$ cat src/rtl/mul_pkg.sv
// Shared constants, state encoding and sign helpers for the sequential multiplier.
package mul_pkg;

    localparam int DIGIT_W   = 4;
    localparam int MAX_W     = 64;
    localparam int MAX_ACC_W = 2 * MAX_W;

    typedef logic [1:0] state_t;

    localparam state_t S_IDLE = 2'd0;
    localparam state_t S_CALC = 2'd1;
    localparam state_t S_DONE = 2'd2;

    // Magnitude of a sign-extended operand; the most negative N-bit value maps
    // to 2^(N-1), which still fits in N unsigned bits once truncated.
    function automatic logic [MAX_W-1:0] abs_n(input logic [MAX_W-1:0] v);
        return v[MAX_W-1] ? -v : v;
    endfunction

    // Two's-complement negation of a zero-extended product; caller truncates to 2N.
    function automatic logic [MAX_ACC_W-1:0] neg_2n(input logic [MAX_ACC_W-1:0] v);
        return -v;
    endfunction

endpackage

$ cat src/rtl/mul_seq_nat_int_if.sv
// Operand and result handshake bundle for the sequential multiplier.
interface mul_seq_nat_int_if #(
    parameter int N = 8
);
    logic           in_valid;
    logic           in_ready;
    logic [N-1:0]   x;
    logic [N-1:0]   y;
    logic           int_mode;
    logic           out_valid;
    logic           out_ready;
    logic [2*N-1:0] m;
    logic           busy;

    modport master (
        output in_valid, x, y, int_mode, out_ready,
        input  in_ready, out_valid, m, busy
    );

    modport slave (
        input  in_valid, x, y, int_mode, out_ready,
        output in_ready, out_valid, m, busy
    );

endinterface

$ cat src/rtl/mul_add_row.sv
// One N x 4 digit product plus an N-bit addend; reused every compute cycle.
module mul_add_row
    import mul_pkg::*;
#(
    parameter int N = 8
) (
    input  logic [N-1:0]         x,
    input  logic [DIGIT_W-1:0]   y,
    input  logic [N-1:0]         c,
    output logic [N+DIGIT_W-1:0] p
);

    localparam int RW = N + DIGIT_W;

    // (2^N-1)*15 + (2^N-1) < 2^(N+4), so the row never overflows.
    always_comb begin
        p = RW'(x) * RW'(y) + RW'(c);
    end

endmodule

$ cat src/rtl/mul_seq_nat_int.sv
// Iterative N x N multiplier, one 4-bit digit of y per clock, natural or
// two's-complement operands selected per operation.
module mul_seq_nat_int
    import mul_pkg::*;
#(
    parameter int N = 8
) (
    input logic              clock,
    input logic              reset,
    mul_seq_nat_int_if.slave bus
);

    localparam int D     = N / DIGIT_W;
    localparam int W2    = 2 * N;
    localparam int CNT_W = (D > 1) ? $clog2(D) : 1;
    localparam logic [CNT_W-1:0] CNT_LAST = CNT_W'(D - 1);

    state_t           state_q, state_d;
    logic [N-1:0]     ax_q, ax_d;
    logic [N-1:0]     ay_q, ay_d;
    logic             neg_q, neg_d;
    logic [CNT_W-1:0] cnt_q, cnt_d;
    logic [W2-1:0]    acc_q, acc_d;
    logic [W2-1:0]    m_q, m_d;

    logic [N+DIGIT_W-1:0] row_sum;
    logic [W2-1:0]        acc_step;
    logic [N-1:0]         x_in, y_in;
    logic                 neg_in;

    // Upper half of the accumulator is the addend; y is consumed from its low digit.
    mul_add_row #(.N(N)) u_row (
        .x (ax_q),
        .y (ay_q[DIGIT_W-1:0]),
        .c (acc_q[W2-1:N]),
        .p (row_sum)
    );

    // Fold the new row into the top and shift one digit right; the digit shifted
    // out of the bottom is always one of the zeros the low half started with.
    always_comb begin
        acc_step = W2'({row_sum, acc_q[N-1:0]} >> DIGIT_W);
    end

    // Operand conditioning at accept: magnitudes plus a result sign in integer mode.
    always_comb begin
        x_in   = bus.x;
        y_in   = bus.y;
        neg_in = 1'b0;
        if (bus.int_mode) begin
            x_in   = N'(abs_n(MAX_W'(signed'(bus.x))));
            y_in   = N'(abs_n(MAX_W'(signed'(bus.y))));
            // A zero operand forces a positive result so -0 never arises.
            neg_in = (bus.x[N-1] ^ bus.y[N-1]) & (|bus.x) & (|bus.y);
        end
    end

    // FSM next state and datapath register updates.
    always_comb begin
        state_d = state_q;
        ax_d    = ax_q;
        ay_d    = ay_q;
        neg_d   = neg_q;
        cnt_d   = cnt_q;
        acc_d   = acc_q;
        m_d     = m_q;
        case (state_q)
            S_IDLE: begin
                if (bus.in_valid) begin
                    ax_d    = x_in;
                    ay_d    = y_in;
                    neg_d   = neg_in;
                    cnt_d   = '0;
                    acc_d   = '0;
                    state_d = S_CALC;
                end
            end
            S_CALC: begin
                acc_d = acc_step;
                ay_d  = ay_q >> DIGIT_W;
                cnt_d = cnt_q + CNT_W'(1);
                if (cnt_q == CNT_LAST) begin
                    m_d     = neg_q ? W2'(neg_2n(MAX_ACC_W'(acc_step))) : acc_step;
                    state_d = S_DONE;
                end
            end
            S_DONE: begin
                if (bus.out_ready) begin
                    state_d = S_IDLE;
                end
            end
            default: begin
                state_d = S_IDLE;
            end
        endcase
    end

    // State and datapath registers with asynchronous reset.
    always_ff @(posedge clock or posedge reset) begin
        if (reset) begin
            state_q <= S_IDLE;
            ax_q    <= '0;
            ay_q    <= '0;
            neg_q   <= 1'b0;
            cnt_q   <= '0;
            acc_q   <= '0;
            m_q     <= '0;
        end else begin
            state_q <= state_d;
            ax_q    <= ax_d;
            ay_q    <= ay_d;
            neg_q   <= neg_d;
            cnt_q   <= cnt_d;
            acc_q   <= acc_d;
            m_q     <= m_d;
        end
    end

    assign bus.in_ready  = (state_q == S_IDLE);
    assign bus.busy      = (state_q == S_CALC);
    assign bus.out_valid = (state_q == S_DONE);
    assign bus.m         = m_q;

endmodule

$ cat src/flat_wrapper.sv
// flat-port wrapper written by rule: the top's interface ports become plain ports
module mul_seq_nat_int_flat import mul_pkg::*;
#(
    parameter int N = 8
)
  (clock, reset, bus_in_valid, bus_x, bus_y, bus_int_mode, bus_out_ready, bus_in_ready, bus_out_valid, bus_m, bus_busy);
  mul_seq_nat_int_if #(.N(N)) bus_i ();
  input logic clock;
  input logic reset;
  input wire logic [$bits(bus_i.in_valid)-1:0] bus_in_valid;
  input wire logic [$bits(bus_i.x)-1:0] bus_x;
  input wire logic [$bits(bus_i.y)-1:0] bus_y;
  input wire logic [$bits(bus_i.int_mode)-1:0] bus_int_mode;
  input wire logic [$bits(bus_i.out_ready)-1:0] bus_out_ready;
  output wire logic [$bits(bus_i.in_ready)-1:0] bus_in_ready;
  output wire logic [$bits(bus_i.out_valid)-1:0] bus_out_valid;
  output wire logic [$bits(bus_i.m)-1:0] bus_m;
  output wire logic [$bits(bus_i.busy)-1:0] bus_busy;
  assign bus_i.in_valid = bus_in_valid;
  assign bus_i.x = bus_x;
  assign bus_i.y = bus_y;
  assign bus_i.int_mode = bus_int_mode;
  assign bus_i.out_ready = bus_out_ready;
  assign bus_in_ready = bus_i.in_ready;
  assign bus_out_valid = bus_i.out_valid;
  assign bus_m = bus_i.m;
  assign bus_busy = bus_i.busy;
  mul_seq_nat_int #(.N(N)) u_core (.clock(clock), .reset(reset), .bus(bus_i));
endmodule
$ cat config.mk
export PLATFORM = sky130hd
export DESIGN_NAME = mul_seq_nat_int_flat
export DESIGN_NICKNAME = d
export VERILOG_FILES = /design/src/rtl/mul_pkg.sv /design/src/rtl/mul_seq_nat_int_if.sv /design/src/rtl/mul_add_row.sv /design/src/rtl/mul_seq_nat_int.sv /design/src/flat_wrapper.sv
export SDC_FILE = /design/constraint.sdc
export NUM_CORES = 1
export LEC_CHECK = 0
export CAP_MARGIN = 20
export CORE_ASPECT_RATIO = 0.8
export CORE_MARGIN = 4
export CORE_UTILIZATION = 30
export CTS_CLUSTER_SIZE = 24
export DETAILED_ROUTE_END_ITERATION = 7
export PLACE_DENSITY_LB_ADDON = 0.3
export REMOVE_ABC_BUFFERS = 1
export SYNTH_ARGS = -nofsm -noshare
export SYNTH_HDL_FRONTEND = slang
export SYNTH_SLANG_ARGS = --single-unit
export TNS_END_PERCENT = 50
$ cat constraint.sdc
create_clock -name clock -period 10.33 [get_ports clock]
set_clock_uncertainty 0.1 [all_clocks]
set_input_delay 1.5495 -clock clock [delete_from_list [all_inputs] [get_ports clock]]
set_output_delay 1.5495 -clock clock [all_outputs]
set_load 0.005 [all_outputs]
==> reports/metrics.yaml <==
rows: 36
synth-edff-count: 0
status: "completed"
setup_viol: 0
drtIter0Drc: 115
ys_seq_area_share_pct: 32.27
cts_resized: 0
cp-endpoint: "u_core.bus.m[15]$_DFFE_PP0P_"
tightest_slew_ps: 586.3
grt_pass1_wl_um: 13890
die_area_mm2: 0.01426
antenna_left: 0
grt_pass1_vias: 2805
fin_ws_ps: 5770
fin_cells: 621
antenna_found_initial: 0
crit_family: "adder cells"
slew_headroom_pct: 60.85
final_hold_viol_count: 0
ir_drop_mv: 0.1529
fin_crit_sh_pct: 44.14
ys_seq_elements: 48
area_growth_pct: 20.03
synth_cells: 429
cts_tree: "done"
yosysTopAreaCellShare_pct: 32.27
clk_pin_slew_ps: 70
pin_count: 40
yosysMostFrequentCell: "nand2_1"
die_h_um: 107.6
maxSlewViolCount: 0
r2r_end: "u_core.bus.m[15]$_DFFE_PP0P_"
post-place-cells: 611
path_max_fanout: 9
drt_wl_total_um: 8332
clockRootBuffer: "clkbuf_16"
gr-usage-all-layers_pct: 11.94
start_kind: "flop"
grt_max_degree: 49
synth_area_leaders: "dfrtp_1, fa_1, ha_1"
critPathKind: "reg2reg"
gp_congestion: 0.8123
cellPowerDensity_mw_per_mm2: 361.2
fill_cells: 1286
end_kind: "flop"
vias_per_cell: 4.754
period_needed_ps: 4560
post_synth.cell_area_avg_um2: 8.677
wl_per_cell_um: 13.42
async_reset_ff_share_pct: 100.0
crit_cells: 15
cts_post_setup_buffers_inserted: 0
io_buffers: 39
wl_met3_um: 189
wl_met1_um: 4527
drt_pass1_iterations: 4
reg2reg_depth: 15
final_nets: 531
core-area_mm2: 0.01216
route.top_layer_used: "met4"
crit_start: "u_core.ay_q[3]$_DFFE_PP0P_"
crit_chain: "nand2_1 -> fa_1 -> inv_1 -> fa_1 -> inv_1 -> fa_1 -> inv_1 -> ha_1 -> a21oi_1 -> o21ai_0 -> a41oi_2 -> xor2_1 -> or4b_1 -> mux2i_1 -> nand3_1"
clkSinkCount: 48
ff2ff_setup_slack_ps: 5770
synth_common_cells: "nand2_1, o21ai_0, inv_1"
cts_buffers: 5
drive_gt1_share_pct: 5.117
required_ps: 10410
cts.path.max_buffers: 2
start_util_pct: 30.61
pre_cts_slack_ps: 5803
path_buf_inv: 3
drc_errors: 0
maxCapViolations: 0
power_leakage_nw: 2.055
arrival_ps: 4640
synth_area_mm2: 0.003722
overflow: 0
synth_cell_type_count: 46
final_area_mm2: 0.004468
setup_tns_ps: 0
placed_area_mm2: 0.004277
die_w_um: 132.5
cts.hold.buffers_added: 0
routed-wl-met2_um: 3496
hpwl_um: 6349
clock_latency_ps: 300
min_path_type: "reg2reg"
fmax_mhz: 219.3
yosys_warnings: 0
slowest_stage: "fa_1"
critical_path.max_stage_delay_ps: 540
antenna_cells: 0
cts-htree-levels: 2
vias: 2952
rr_startpoint: "u_core.ay_q[3]$_DFFE_PP0P_"
rsz0062_at_grt: "false"
yosys.area.top_type: "dfrtp_1"
synth-main-ff-cell: "dfrtp_1"
## cells in the final DEF (no fill, tap or decap), types with 4 or more instances in the layout
master and instances:
and2_1 23, nand3_1 19, dfrtp_1 48, mux2i_1 4
nand2_1 63, nor2_1 21, clkdlybuf4s50_1 39, nand2b_1 5
ha_1 23, o211ai_1 7, xnor2_1 19, xor2_1 6
clkbuf_16 5, o31ai_1 4, fa_1 19, nor3_1 5
o21ai_0 51, a21oi_1 10, inv_1 49
## logic make-up (layout without fill, tap and decap cells)
logic type	after synthesis	count (layout)	share of synthesized area [%]
buffers and inverters	62	102	6.252
adder cells (fa/ha/maj)	42	42	17.95
XOR/XNOR	27	27	6.756
multiplexers	5	5	1.378
AO/OA/AOI/OAI	98	98	16.91
AND/OR/NAND/NOR	147	147	18.49
flip-flops	48	48	32.27
## per-stage QoR
step           utilization [%]  hold WS [ps]  total power, mW
6_report                 36.74         381.7            1.614
5_1_grt                  36.74         403.7            1.797
4_1_cts                  36.42         389.1            1.626
3_5_place_dp             35.16         372.8            1.443
3_3_place_gp             35.16         369.4            1.425
2_1_floorplan                -         368.8            1.143
## routing by layer
metal / vias up / GRT usage [%]
met1: 1394 / 17.79
met2: 35 / 17.44
li1: 1513 / -
met4: 0 / 3.858
met3: 10 / 2.103
met5: - / 0
## how the worst min path moves through the flow
stage	startpoint	to	depth (start not counted)
floorplan	u_core.acc_q[10]$_DFFE_PP0P_	u_core.acc_q[10]$_DFFE_PP0P_	2
global placement	u_core.bus.m[1]$_DFFE_PP0P_	u_core.bus.m[1]$_DFFE_PP0P_	2
detailed placement	u_core.bus.m[5]$_DFFE_PP0P_	u_core.bus.m[5]$_DFFE_PP0P_	2
CTS	u_core.bus.m[5]$_DFFE_PP0P_	u_core.bus.m[5]$_DFFE_PP0P_	2
global route	u_core.bus.m[6]$_DFFE_PP0P_	u_core.bus.m[6]$_DFFE_PP0P_	2
finish	u_core.bus.m[9]$_DFFE_PP0P_	u_core.bus.m[9]$_DFFE_PP0P_	2
## final cells by class
| type | instances | area, µm² | area share (%) |
|---|---|---|---|
| Inverter | 51 | 191.4 | 4.285 |
| Tap cell | 152 | 190.2 | 4.256 |
| Multi-Input combinational cell | 319 | 2288 | 51.22 |
| Sequential cell | 48 | 1201 | 26.88 |
| Clock buffer | 6 | 138.9 | 3.108 |
| Timing Repair Buffer | 43 | 444.2 | 9.941 |
| Clock inverter | 2 | 13.76 | 0.3080 |
## sequential cells by signal (all words and copies together) (netlist names)
register / count
u_core.ay_q: 8
u_core.bus.m: 16
u_core.neg_q: 1
u_core.cnt_q: 1
u_core.acc_q: 12
u_core.ax_q: 8
u_core.state_q: 2
## tightest hold or removal path, delay by kind of cell, from the launching register on
family	cells	cell delay, ps
AOI/OAI and AO/OA	1	60
and+or+nand+nor	1	50
DFF	1	350
## report_power, final
group          switching [mW]  internal, mW  leakage [nW]
clock network          0.0777        0.0971        0.0772
registers              0.0776         0.272         0.618
logic                   0.625         0.464          1.36
total                   0.781         0.833          2.06
(Power assumes the default switching activity.)
